--- config.mk ---
export PLATFORM = sky130hd
export DESIGN_NAME = regfile_mp_sb_flat
export DESIGN_NICKNAME = d
export VERILOG_FILES = /design/src/rtl/regfile_mp_sb_if.sv /design/src/rtl/regfile_mp_sb.sv /design/src/flat_wrapper.sv
export SDC_FILE = /design/constraint.sdc
export NUM_CORES = 2
export LEC_CHECK = 0
export ABC_CLOCK_PERIOD_IN_PS = 46500
export CORE_AREA = 2 2 386 388
export CTS_BUF_LIST = sky130_fd_sc_hd__clkbuf_2 sky130_fd_sc_hd__clkbuf_4 sky130_fd_sc_hd__clkbuf_8
export CTS_CLUSTER_SIZE = 16
export DETAILED_ROUTE_END_ITERATION = 6
export DIE_AREA = 0 0 388 390
export PLACE_DENSITY = 0.6
export SYNTH_ARGS = -nofsm -noshare
export SYNTH_HDL_FRONTEND = slang
export SYNTH_SLANG_ARGS = --single-unit
--- constraint.sdc ---
create_clock -name i_clk -period 46.5 [get_ports i_clk]
set_clock_uncertainty 0.05 [all_clocks]
set_input_delay 4.65 -clock i_clk [delete_from_list [all_inputs] [get_ports i_clk]]
set_output_delay 4.65 -clock i_clk [all_outputs]
set_load 0.02 [all_outputs]
--- src/rtl/regfile_mp_sb_if.sv ---
// ---------------------------------------------------------------------------
// regfile_mp_sb_if
// Bundles the read, write, issue and scoreboard signals of the rapid core
// register file.
//
// Signal groups (master = decode/issue + writeback, slave = register file):
//   i_rs          NUM_RD x AW    read addresses                 (master -> slave)
//   o_rs_data     NUM_RD x XLEN  read data, combinational       (slave -> master)
//   o_rs_ready    NUM_RD         1 = read data has no outstanding write
//   i_we          NUM_WR         write enables                  (master -> slave)
//   i_rd          NUM_WR x AW    write addresses
//   i_rd_data     NUM_WR x XLEN  write data
//   i_issue_valid 1              issue of an instruction with a destination
//   i_issue_rd    AW             destination of the issued instruction
//   i_flush       1              clear every pending bit
//   o_pending     DEPTH          registered scoreboard vector   (slave -> master)
//   o_pending_cnt CW             registered popcount of o_pending
//
// Timing contract: there is no backpressure. i_we[w] and i_issue_valid act as
// single-cycle strobes sampled on the rising clock edge; the register file is
// always ready, so every strobe seen at an edge takes effect at that edge.
// Read outputs are valid in the same cycle as their address.
// ---------------------------------------------------------------------------
interface regfile_mp_sb_if #(
   parameter int XLEN   = 32,
   parameter int DEPTH  = 32,
   parameter int NUM_RD = 2,
   parameter int NUM_WR = 1
);
   localparam int AW = $clog2(DEPTH);
   localparam int CW = $clog2(DEPTH + 1);

   logic [NUM_RD-1:0][AW-1:0]   i_rs;
   logic [NUM_RD-1:0][XLEN-1:0] o_rs_data;
   logic [NUM_RD-1:0]           o_rs_ready;
   logic [NUM_WR-1:0]           i_we;
   logic [NUM_WR-1:0][AW-1:0]   i_rd;
   logic [NUM_WR-1:0][XLEN-1:0] i_rd_data;
   logic                        i_issue_valid;
   logic [AW-1:0]               i_issue_rd;
   logic                        i_flush;
   logic [DEPTH-1:0]            o_pending;
   logic [CW-1:0]               o_pending_cnt;

   modport master (
      output i_rs, i_we, i_rd, i_rd_data, i_issue_valid, i_issue_rd, i_flush,
      input  o_rs_data, o_rs_ready, o_pending, o_pending_cnt
   );

   modport slave (
      input  i_rs, i_we, i_rd, i_rd_data, i_issue_valid, i_issue_rd, i_flush,
      output o_rs_data, o_rs_ready, o_pending, o_pending_cnt
   );
endinterface

--- src/rtl/regfile_mp_sb.sv ---
// ---------------------------------------------------------------------------
// regfile_mp_sb
// Multi-port integer register file with write-to-read bypass and a
// per-register pending-write scoreboard used by issue to detect RAW hazards.
//
// Ports:
//   i_clk    clock, all state updates on the rising edge
//   i_reset  asynchronous active-high reset
//   bus      regfile_mp_sb_if.slave: read ports, write ports, issue marks,
//            flush, scoreboard vector and its popcount
// ---------------------------------------------------------------------------
module regfile_mp_sb #(
   parameter int              XLEN     = 32,
   parameter int              DEPTH    = 32,
   parameter int              NUM_RD   = 2,
   parameter int              NUM_WR   = 1,
   parameter bit              ZERO_REG = 1'b1,
   parameter int              SP_INDEX = 2,
   // Stack pointer reset value of the rapid core.
   parameter logic [XLEN-1:0] RESET_SP = XLEN'(32'h0001_0000)
) (
   input  logic           i_clk,
   input  logic           i_reset,
   regfile_mp_sb_if.slave bus
);
   localparam int AW = $clog2(DEPTH);
   localparam int CW = $clog2(DEPTH + 1);

   logic [DEPTH-1:0][XLEN-1:0]  regs_q, regs_d;
   logic [DEPTH-1:0]            pending_q, pending_d;
   logic [CW-1:0]               cnt_q, cnt_d;
   logic [NUM_WR-1:0]           wr_eff;
   logic [NUM_RD-1:0][XLEN-1:0] rd_data;
   logic [NUM_RD-1:0]           rd_ready;

   // A write to register 0 is discarded when it is hardwired to zero.
   always_comb begin
      wr_eff = '0;
      for (int w = 0; w < NUM_WR; w++)
         wr_eff[w] = bus.i_we[w] && !(ZERO_REG && (bus.i_rd[w] == '0));
   end

   // Read ports. Later loop iterations overwrite earlier ones, so the
   // highest-index matching write port supplies the bypass data, and the
   // zero-register check placed last overrides everything.
   always_comb begin
      rd_data  = '0;
      rd_ready = '0;
      for (int k = 0; k < NUM_RD; k++) begin
         rd_data[k]  = regs_q[bus.i_rs[k]];
         rd_ready[k] = !pending_q[bus.i_rs[k]];
         for (int w = 0; w < NUM_WR; w++) begin
            if (wr_eff[w] && (bus.i_rd[w] == bus.i_rs[k])) begin
               rd_data[k]  = bus.i_rd_data[w];
               rd_ready[k] = 1'b1;
            end
         end
         if (ZERO_REG && (bus.i_rs[k] == '0)) begin
            rd_data[k]  = '0;
            rd_ready[k] = 1'b1;
         end
      end
   end

   // Register array next state; highest write port wins on address clashes.
   always_comb begin
      regs_d = regs_q;
      for (int w = 0; w < NUM_WR; w++)
         if (wr_eff[w])
            regs_d[bus.i_rd[w]] = bus.i_rd_data[w];
   end

   // Scoreboard next state. Flush dominates; an issue beats a same-cycle
   // write to the same register because the issued instruction is the
   // newer producer. The count is taken from the next-state vector so the
   // registered count always matches the registered vector.
   always_comb begin
      pending_d = pending_q;
      cnt_d     = '0;
      for (int r = 0; r < DEPTH; r++) begin
         if (bus.i_flush) begin
            pending_d[r] = 1'b0;
         end else if (bus.i_issue_valid && (bus.i_issue_rd == AW'(r)) &&
                      !(ZERO_REG && (r == 0))) begin
            pending_d[r] = 1'b1;
         end else begin
            for (int w = 0; w < NUM_WR; w++)
               if (wr_eff[w] && (bus.i_rd[w] == AW'(r)))
                  pending_d[r] = 1'b0;
         end
         cnt_d = cnt_d + CW'(pending_d[r]);
      end
   end

   always_ff @(posedge i_clk or posedge i_reset) begin
      if (i_reset) begin
         for (int r = 0; r < DEPTH; r++)
            regs_q[r] <= (r == SP_INDEX) ? RESET_SP : '0;
         pending_q <= '0;
         cnt_q     <= '0;
      end else begin
         regs_q    <= regs_d;
         pending_q <= pending_d;
         cnt_q     <= cnt_d;
      end
   end

   assign bus.o_rs_data     = rd_data;
   assign bus.o_rs_ready    = rd_ready;
   assign bus.o_pending     = pending_q;
   assign bus.o_pending_cnt = cnt_q;
endmodule

--- src/flat_wrapper.sv ---
// flat-port wrapper written by rule: the top's interface ports become plain ports
module regfile_mp_sb_flat 
#(
   parameter int              XLEN     = 32,
   parameter int              DEPTH    = 32,
   parameter int              NUM_RD   = 2,
   parameter int              NUM_WR   = 1,
   parameter bit              ZERO_REG = 1'b1,
   parameter int              SP_INDEX = 2,
                                                  
   parameter logic [XLEN-1:0] RESET_SP = XLEN'(32'h0001_0000)
)
  (i_clk, i_reset, bus_i_rs, bus_i_we, bus_i_rd, bus_i_rd_data, bus_i_issue_valid, bus_i_issue_rd, bus_i_flush, bus_o_rs_data, bus_o_rs_ready, bus_o_pending, bus_o_pending_cnt);
  regfile_mp_sb_if #(.XLEN(XLEN), .DEPTH(DEPTH), .NUM_RD(NUM_RD), .NUM_WR(NUM_WR)) bus_i ();
  input  logic i_clk;
  input  logic i_reset;
  input wire logic [$bits(bus_i.i_rs)-1:0] bus_i_rs;
  input wire logic [$bits(bus_i.i_we)-1:0] bus_i_we;
  input wire logic [$bits(bus_i.i_rd)-1:0] bus_i_rd;
  input wire logic [$bits(bus_i.i_rd_data)-1:0] bus_i_rd_data;
  input wire logic [$bits(bus_i.i_issue_valid)-1:0] bus_i_issue_valid;
  input wire logic [$bits(bus_i.i_issue_rd)-1:0] bus_i_issue_rd;
  input wire logic [$bits(bus_i.i_flush)-1:0] bus_i_flush;
  output wire logic [$bits(bus_i.o_rs_data)-1:0] bus_o_rs_data;
  output wire logic [$bits(bus_i.o_rs_ready)-1:0] bus_o_rs_ready;
  output wire logic [$bits(bus_i.o_pending)-1:0] bus_o_pending;
  output wire logic [$bits(bus_i.o_pending_cnt)-1:0] bus_o_pending_cnt;
  assign bus_i.i_rs = bus_i_rs;
  assign bus_i.i_we = bus_i_we;
  assign bus_i.i_rd = bus_i_rd;
  assign bus_i.i_rd_data = bus_i_rd_data;
  assign bus_i.i_issue_valid = bus_i_issue_valid;
  assign bus_i.i_issue_rd = bus_i_issue_rd;
  assign bus_i.i_flush = bus_i_flush;
  assign bus_o_rs_data = bus_i.o_rs_data;
  assign bus_o_rs_ready = bus_i.o_rs_ready;
  assign bus_o_pending = bus_i.o_pending;
  assign bus_o_pending_cnt = bus_i.o_pending_cnt;
  regfile_mp_sb #(.XLEN(XLEN), .DEPTH(DEPTH), .NUM_RD(NUM_RD), .NUM_WR(NUM_WR), .ZERO_REG(ZERO_REG), .SP_INDEX(SP_INDEX), .RESET_SP(RESET_SP)) u_core (.i_clk(i_clk), .i_reset(i_reset), .bus(bus_i));
endmodule
## Yosys cells after proc, flatten, opt, wreduce, memory -nomap -nowiden

Cells that the tools add are included.

- $add $sub $neg: 31
- $lt $le $gt $ge: 4
- Equality and inequality tests: 64
- Multiplexer cells: 114
- Reduce and logical (&&, ||, !) cells: 73

Operators by type and width:

| kind | number |
|---|---|
| $bwmux 1024 | 1 |
| $bmux 32 s5 | 2 |
| $mux 32 | 7 |
| $add 6x1->6 | 30 |
| $demux 32 s5 | 1 |
| $eq 5x5->1 const B | 32 |
| $mux 1 | 101 |
| $eq 5x4->1 const B | 16 |
| $logic_and 1x1->1 | 67 |
| $eq 5x3->1 const B | 8 |
| $eq 5x2->1 const B | 4 |
| $lt 5x6->1 const B | 3 |
| $logic_not 5->1 | 3 |
| $bmux 1 s5 | 2 |
| $eq 5x1->1 const B | 2 |
| $eq 5x5->1 | 2 |
| $ge 5x1->1 const B | 1 |
| $logic_not 1->1 | 3 |
| $add 1x1->2 | 1 |

- Bits in registers: 1062
- Bits of input ports: 57
- Output and inout bits: 104
- Word-level logic and storage cells: 320

## Longest topological paths before layout

- Depth after elaboration: 38
- Depth in mapped cells: 24
- Depth with buffers taken out: 21

## Worst setup path before layout

OpenSTA, ideal clock, no wires.

- Path type: in2out
- From: input bus_i_rs[1]
- To: output bus_o_rs_ready[0]
- Data arrival time: 6.526 ns
- Required time: 41.800 ns
- Path slack: 35.274 ns
- Cell stages on the path: 6
- Path buffers: 3
- Path through: buf_4 > buf_4 > buf_1 > mux4_2 > mux4_2 > a21oi_1

- Cells in the longest elaborated chain, start to end: 5
- Elaborated cells on any way between the ends: 8
- Those cells by class: eq/ne (1); mux (4); reduce/logical (3)

RTL lines:

| item | RTL line | source |
|---|---|---|
| start: declaration | flat_wrapper.sv:17 | `input wire logic [$bits(bus_i.i_rs)-1:0] bus_i_rs;` |
| $bmux 1 s5 | regfile_mp_sb.sv:51 | `rd_ready[k] = !pending_q[bus.i_rs[k]];` |
| $mux 1 (implied by the code) | regfile_mp_sb.sv:51 |  |
| $logic_not 1->1 | regfile_mp_sb.sv:51 |  |
| $mux 1 | regfile_mp_sb.sv:53 | `if (wr_eff[w] && (bus.i_rd[w] == bus.i_rs[k])) begin` |
| $mux 1 * | regfile_mp_sb.sv:58 | `if (ZERO_REG && (bus.i_rs[k] == '0)) begin` |
| end: declaration | flat_wrapper.sv:25 | `output wire logic [$bits(bus_i.o_rs_ready)-1:0] bus_o_rs_ready;` |

Every way passes the cells marked *; elsewhere a longest branch is shown, timed or not. The select of a mux whose other input is x is not followed.

## Worst setup path in the final report

- From: input bus_i_rs[0]
- To: output bus_o_rs_data[1]

- Cells in the longest elaborated chain, start to end: 4
- Elaborated cells on any way between the ends: 7
- Those cells by class: eq/ne (1); mux (4); reduce/logical (2)

RTL lines:

| item | RTL line | source |
|---|---|---|
| $bmux 32 s5 or $eq 5x5->1 (tied branches) | regfile_mp_sb.sv:50, regfile_mp_sb.sv:53 |  |
| $mux 32 (implied by the code) or $logic_and 1x1->1 (tied branches) | regfile_mp_sb.sv:50, regfile_mp_sb.sv:53 |  |
| $mux 32 | regfile_mp_sb.sv:53 |  |
| $mux 32 * | regfile_mp_sb.sv:58 |  |
| end: declaration | flat_wrapper.sv:24 | `output wire logic [$bits(bus_i.o_rs_data)-1:0] bus_o_rs_data;` |

Marked as above.

==> summary.txt <==
Yosys
  – Gate count of the mapped netlist: 4120
  – Count leader, synth: dfrtp_1
  – Largest area contributor in the netlist: dfrtp_1
  – EDFF count, synth: 0
  – Yosys top cell area share: 0.454
  – Syn nets: 4209
  – Seq/Total Area, Yosys: 0.454
  – Post-synth cell types: 58
  – Post-synth top cells: dfrtp_1 (1061), mux2_2 (977), mux4_2 (409), mux2i_1 (303), clkbuf_1 (235)
  – Synth top area cells: dfrtp_1 (45%), mux2_2 (19%), mux4_2 (16%)
  – Post-synth design cell area: 58500 sq um
  – FF+latch count, synth: 1062
  – Asr flop ratio synth: 1.00
  – Synth Warn #: 0
  – Mean Syn Cell Area: 14.2 sq um
  – Post-synth top flop: dfrtp_1

STA
  – Setup WS post-layout: 31.97 ns
  – Maximum clock frequency: 0.0688 GHz
  – Final Max Tran Viols: 0
  – Final critical-path required period: 14.53 ns
  – Final count of hold timing violations: 0
  – RSZ-0062 raised after global routing: no
  – Setup TNS: 0 ns
  – Final setup violation count: 0
  – Fin crit share: 0.312
  – Slew HR: 0.149
  – Worst-Margin Slew: 1.27 ns

Run
  – Max cap viols: 0

Clock tree
  – Clk Latency, worst-skew pair: 0.91 ns
  – Clock root cell: clkbuf_8
  – Post-CTS Repair Setup Buffers: 0
  – Post-CTS Resized: 0
  – Clock slew at the register clock pins of the worst setup and hold paths: 0.06 ns
  – Sink Count: 1062
  – Clock tree buffer depth: 3
  – TritonCTS clock tree: yes
  – H-tree depth: 4
  – # hold bufs at CTS: 0
  – CTS buffer count: 180

Worst setup path
  – Worst setup path category: in2out
  – Worst-path fanout max: 59
  – Data arrival time of the critical path: 9.83 ns
  – Critical path capture point type: output pin
  – Critical path data required time: 41.80 ns
  – Critical Path Source Type: input port
  – Worst path slowest cell: buf_4
  – Worst-path cell chain: buf_8, buf_4, buf_4, buf_4, mux4_2, nor2b_1, a211oi_1, a211oi_1, a211o_1, clkdlybuf4s50_1
  – CP most frequent cell: buf_4
  – Slowest stage delay, CP: 0.88 ns

GRT
  – Overall routing resource usage: 0.249
  – Number of global-route vias before repair: 39600
  – Initial antenna violation count: 10
  – First-pass GRT wire length: 278 mm
  – Gr ovfl total: 0
  – Pin count of the biggest net entering global routing: 163

Placed design
  – Post-Place Setup Slack: 31.85 ns
  – IO Port Bufs: 160
  – DP Area: 61400 sq um
  – RD Place Congestion: 0.840
  – Dpl hpwl: 102 mm
  – Dpl cells: 5857

Floorplanning
  – Initial Utilization: 0.398
  – Die ar.: 151000 sq um
  – FP Rows: 141
  – Die W: 388 microns
  – Core area: 147000 sq um
  – I/O Pins: 161
  – Chip height: 390 microns

Route
  – Vias: 38800
  – Post-route ant nets: 0
  – DRC viols: 0
  – Iteration-0 DRC Markers: 3377
  – WL/cell: 30.5 microns
  – Overall routed net length: 189 mm
  – Via density: 6.26
  – DR pass1 iterations: 6

Finish
  – Multi-input logic area: 29700 sq um
  – Share of layout cells above drive strength 1: 0.443
  – Finished Layout Cells: 6193
  – Register area: 26600 sq um
  – Area grow syn2layout: 11.8%
  – Filler cell count: 13400
  – Final nets: 4198
  – Final Instance Area: 65400 sq um

Outcome
  – Status: complete, no violations

Hold path
  – Hold crit path type: reg2reg

Power and ir drop
  – Total power: 2.71 mW
  – P per Cell Area: 41.4 nW/um^2
  – Leakage: 28.2 nW
  – Worst VDD drop: 0.0301 mV
-- sequential cells by signal (all words and copies together), names as in the netlist --
signal / flops
u_core.regs_q: 1024
u_core.bus.o_pending_cnt: 6
u_core.bus.o_pending: 32
-- final cells by class --
type / instances / area share
Clock buffer: 306 / 0.0586
Antenna cell: 4 / 0.000153
Inverter: 46 / 0.00277
Tap cell: 1930 / 0.0369
Sequential cell: 1062 / 0.406
Multi-Input combinational cell: 2550 / 0.454
Timing Repair Buffer: 269 / 0.0381
Clock inverter: 26 / 0.00325
-- placed cells by master (no fill, tap or decap), types with 14 or more instances in the layout --
cell,n
a211o_1,37
a211oi_1,110
a21o_1,21
a21oi_1,88
a221o_1,25
a221oi_1,96
a22oi_1,45
and2_1,30
buf_4,106
clkbuf_4,60
clkbuf_8,247
clkdlybuf4s50_1,152
clkinv_2,15
dfrtp_1,1061
fa_1,24
inv_1,42
mux2_1,15
mux2_2,977
mux2i_1,303
mux4_2,409
nand2_1,38
nor2_1,18
nor2_4,14
nor2b_1,52
nor3_1,29
o21ai_0,60
o21bai_1,17
o22ai_1,24
-- worst max-delay path: cells and delay by family --
family / cells / cell delay (ns)
AO/OA/AOI/OAI: 3 / 0.84
buffers and inverters: 5 / 3.46
multiplexers: 1 / 0.59
AND/OR/NAND/NOR: 1 / 0.14
-- power by group --
part,switching (mW),total [mW],internal [mW]
registers,0.122,1.22,1.10
clock network,0.404,0.933,0.529
logic,0.239,0.560,0.321
total,0.765,2.71,1.95
-- logic make-up (layout without fill, tap and decap cells) --
| family | Yosys count | count (layout) | share of synthesized area |
|---|---|---|---|
| buffers and inverters | 508 | 647 | 0.0427 |
| other | 0 | 4 | 0 |
| AO/OA/AOI/OAI | 547 | 547 | 0.0676 |
| AND/OR/NAND/NOR | 254 | 254 | 0.0237 |
| flip-flops | 1062 | 1062 | 0.454 |
| multiplexers | 1704 | 1704 | 0.400 |
| adder cells (fa/ha/maj) | 32 | 32 | 0.00992 |
| XOR/XNOR | 13 | 13 | 0.00195 |
-- worst paths after layout --
kind                       slack [ns]                     from                           to  depth (start not counted)
setup / recovery                31.97              bus_i_rs[0]             bus_o_rs_data[1]                         10
hold / removal                   0.34        u_core.regs_q[21]            u_core.regs_q[21]                          0
setup reg to reg                41.09  u_core.bus.o_pending[1]  u_core.bus.o_pending_cnt[4]                         19
hold reg to reg                  0.34        u_core.regs_q[21]            u_core.regs_q[21]                          0
max in group asynchronous       38.85                  i_reset           u_core.regs_q[874]                          5
min in group asynchronous        4.23                  i_reset           u_core.regs_q[478]                          2
-- routing by layer --
metal	routed length (microns)	vias up	global-route usage	share of wire
li1	-	15900	-	-
met1	85000	21000	0.361	0.45
met2	84700	1555	0.377	0.45
met3	14200	316	0.0512	0.075
met4	4920	10	0.0765	0.026
met5	62	-	0	0.00033
-- through the flow --
stage                     hold WS [ns]   util
after detailed placement         0.332  0.417
after global placement           0.327  0.417
after global routing             0.357  0.445
final                            0.342  0.445
after floorplan                  0.391      -
after CTS                        0.347  0.445
No activity file was read; power rests on OpenSTA's default activity.
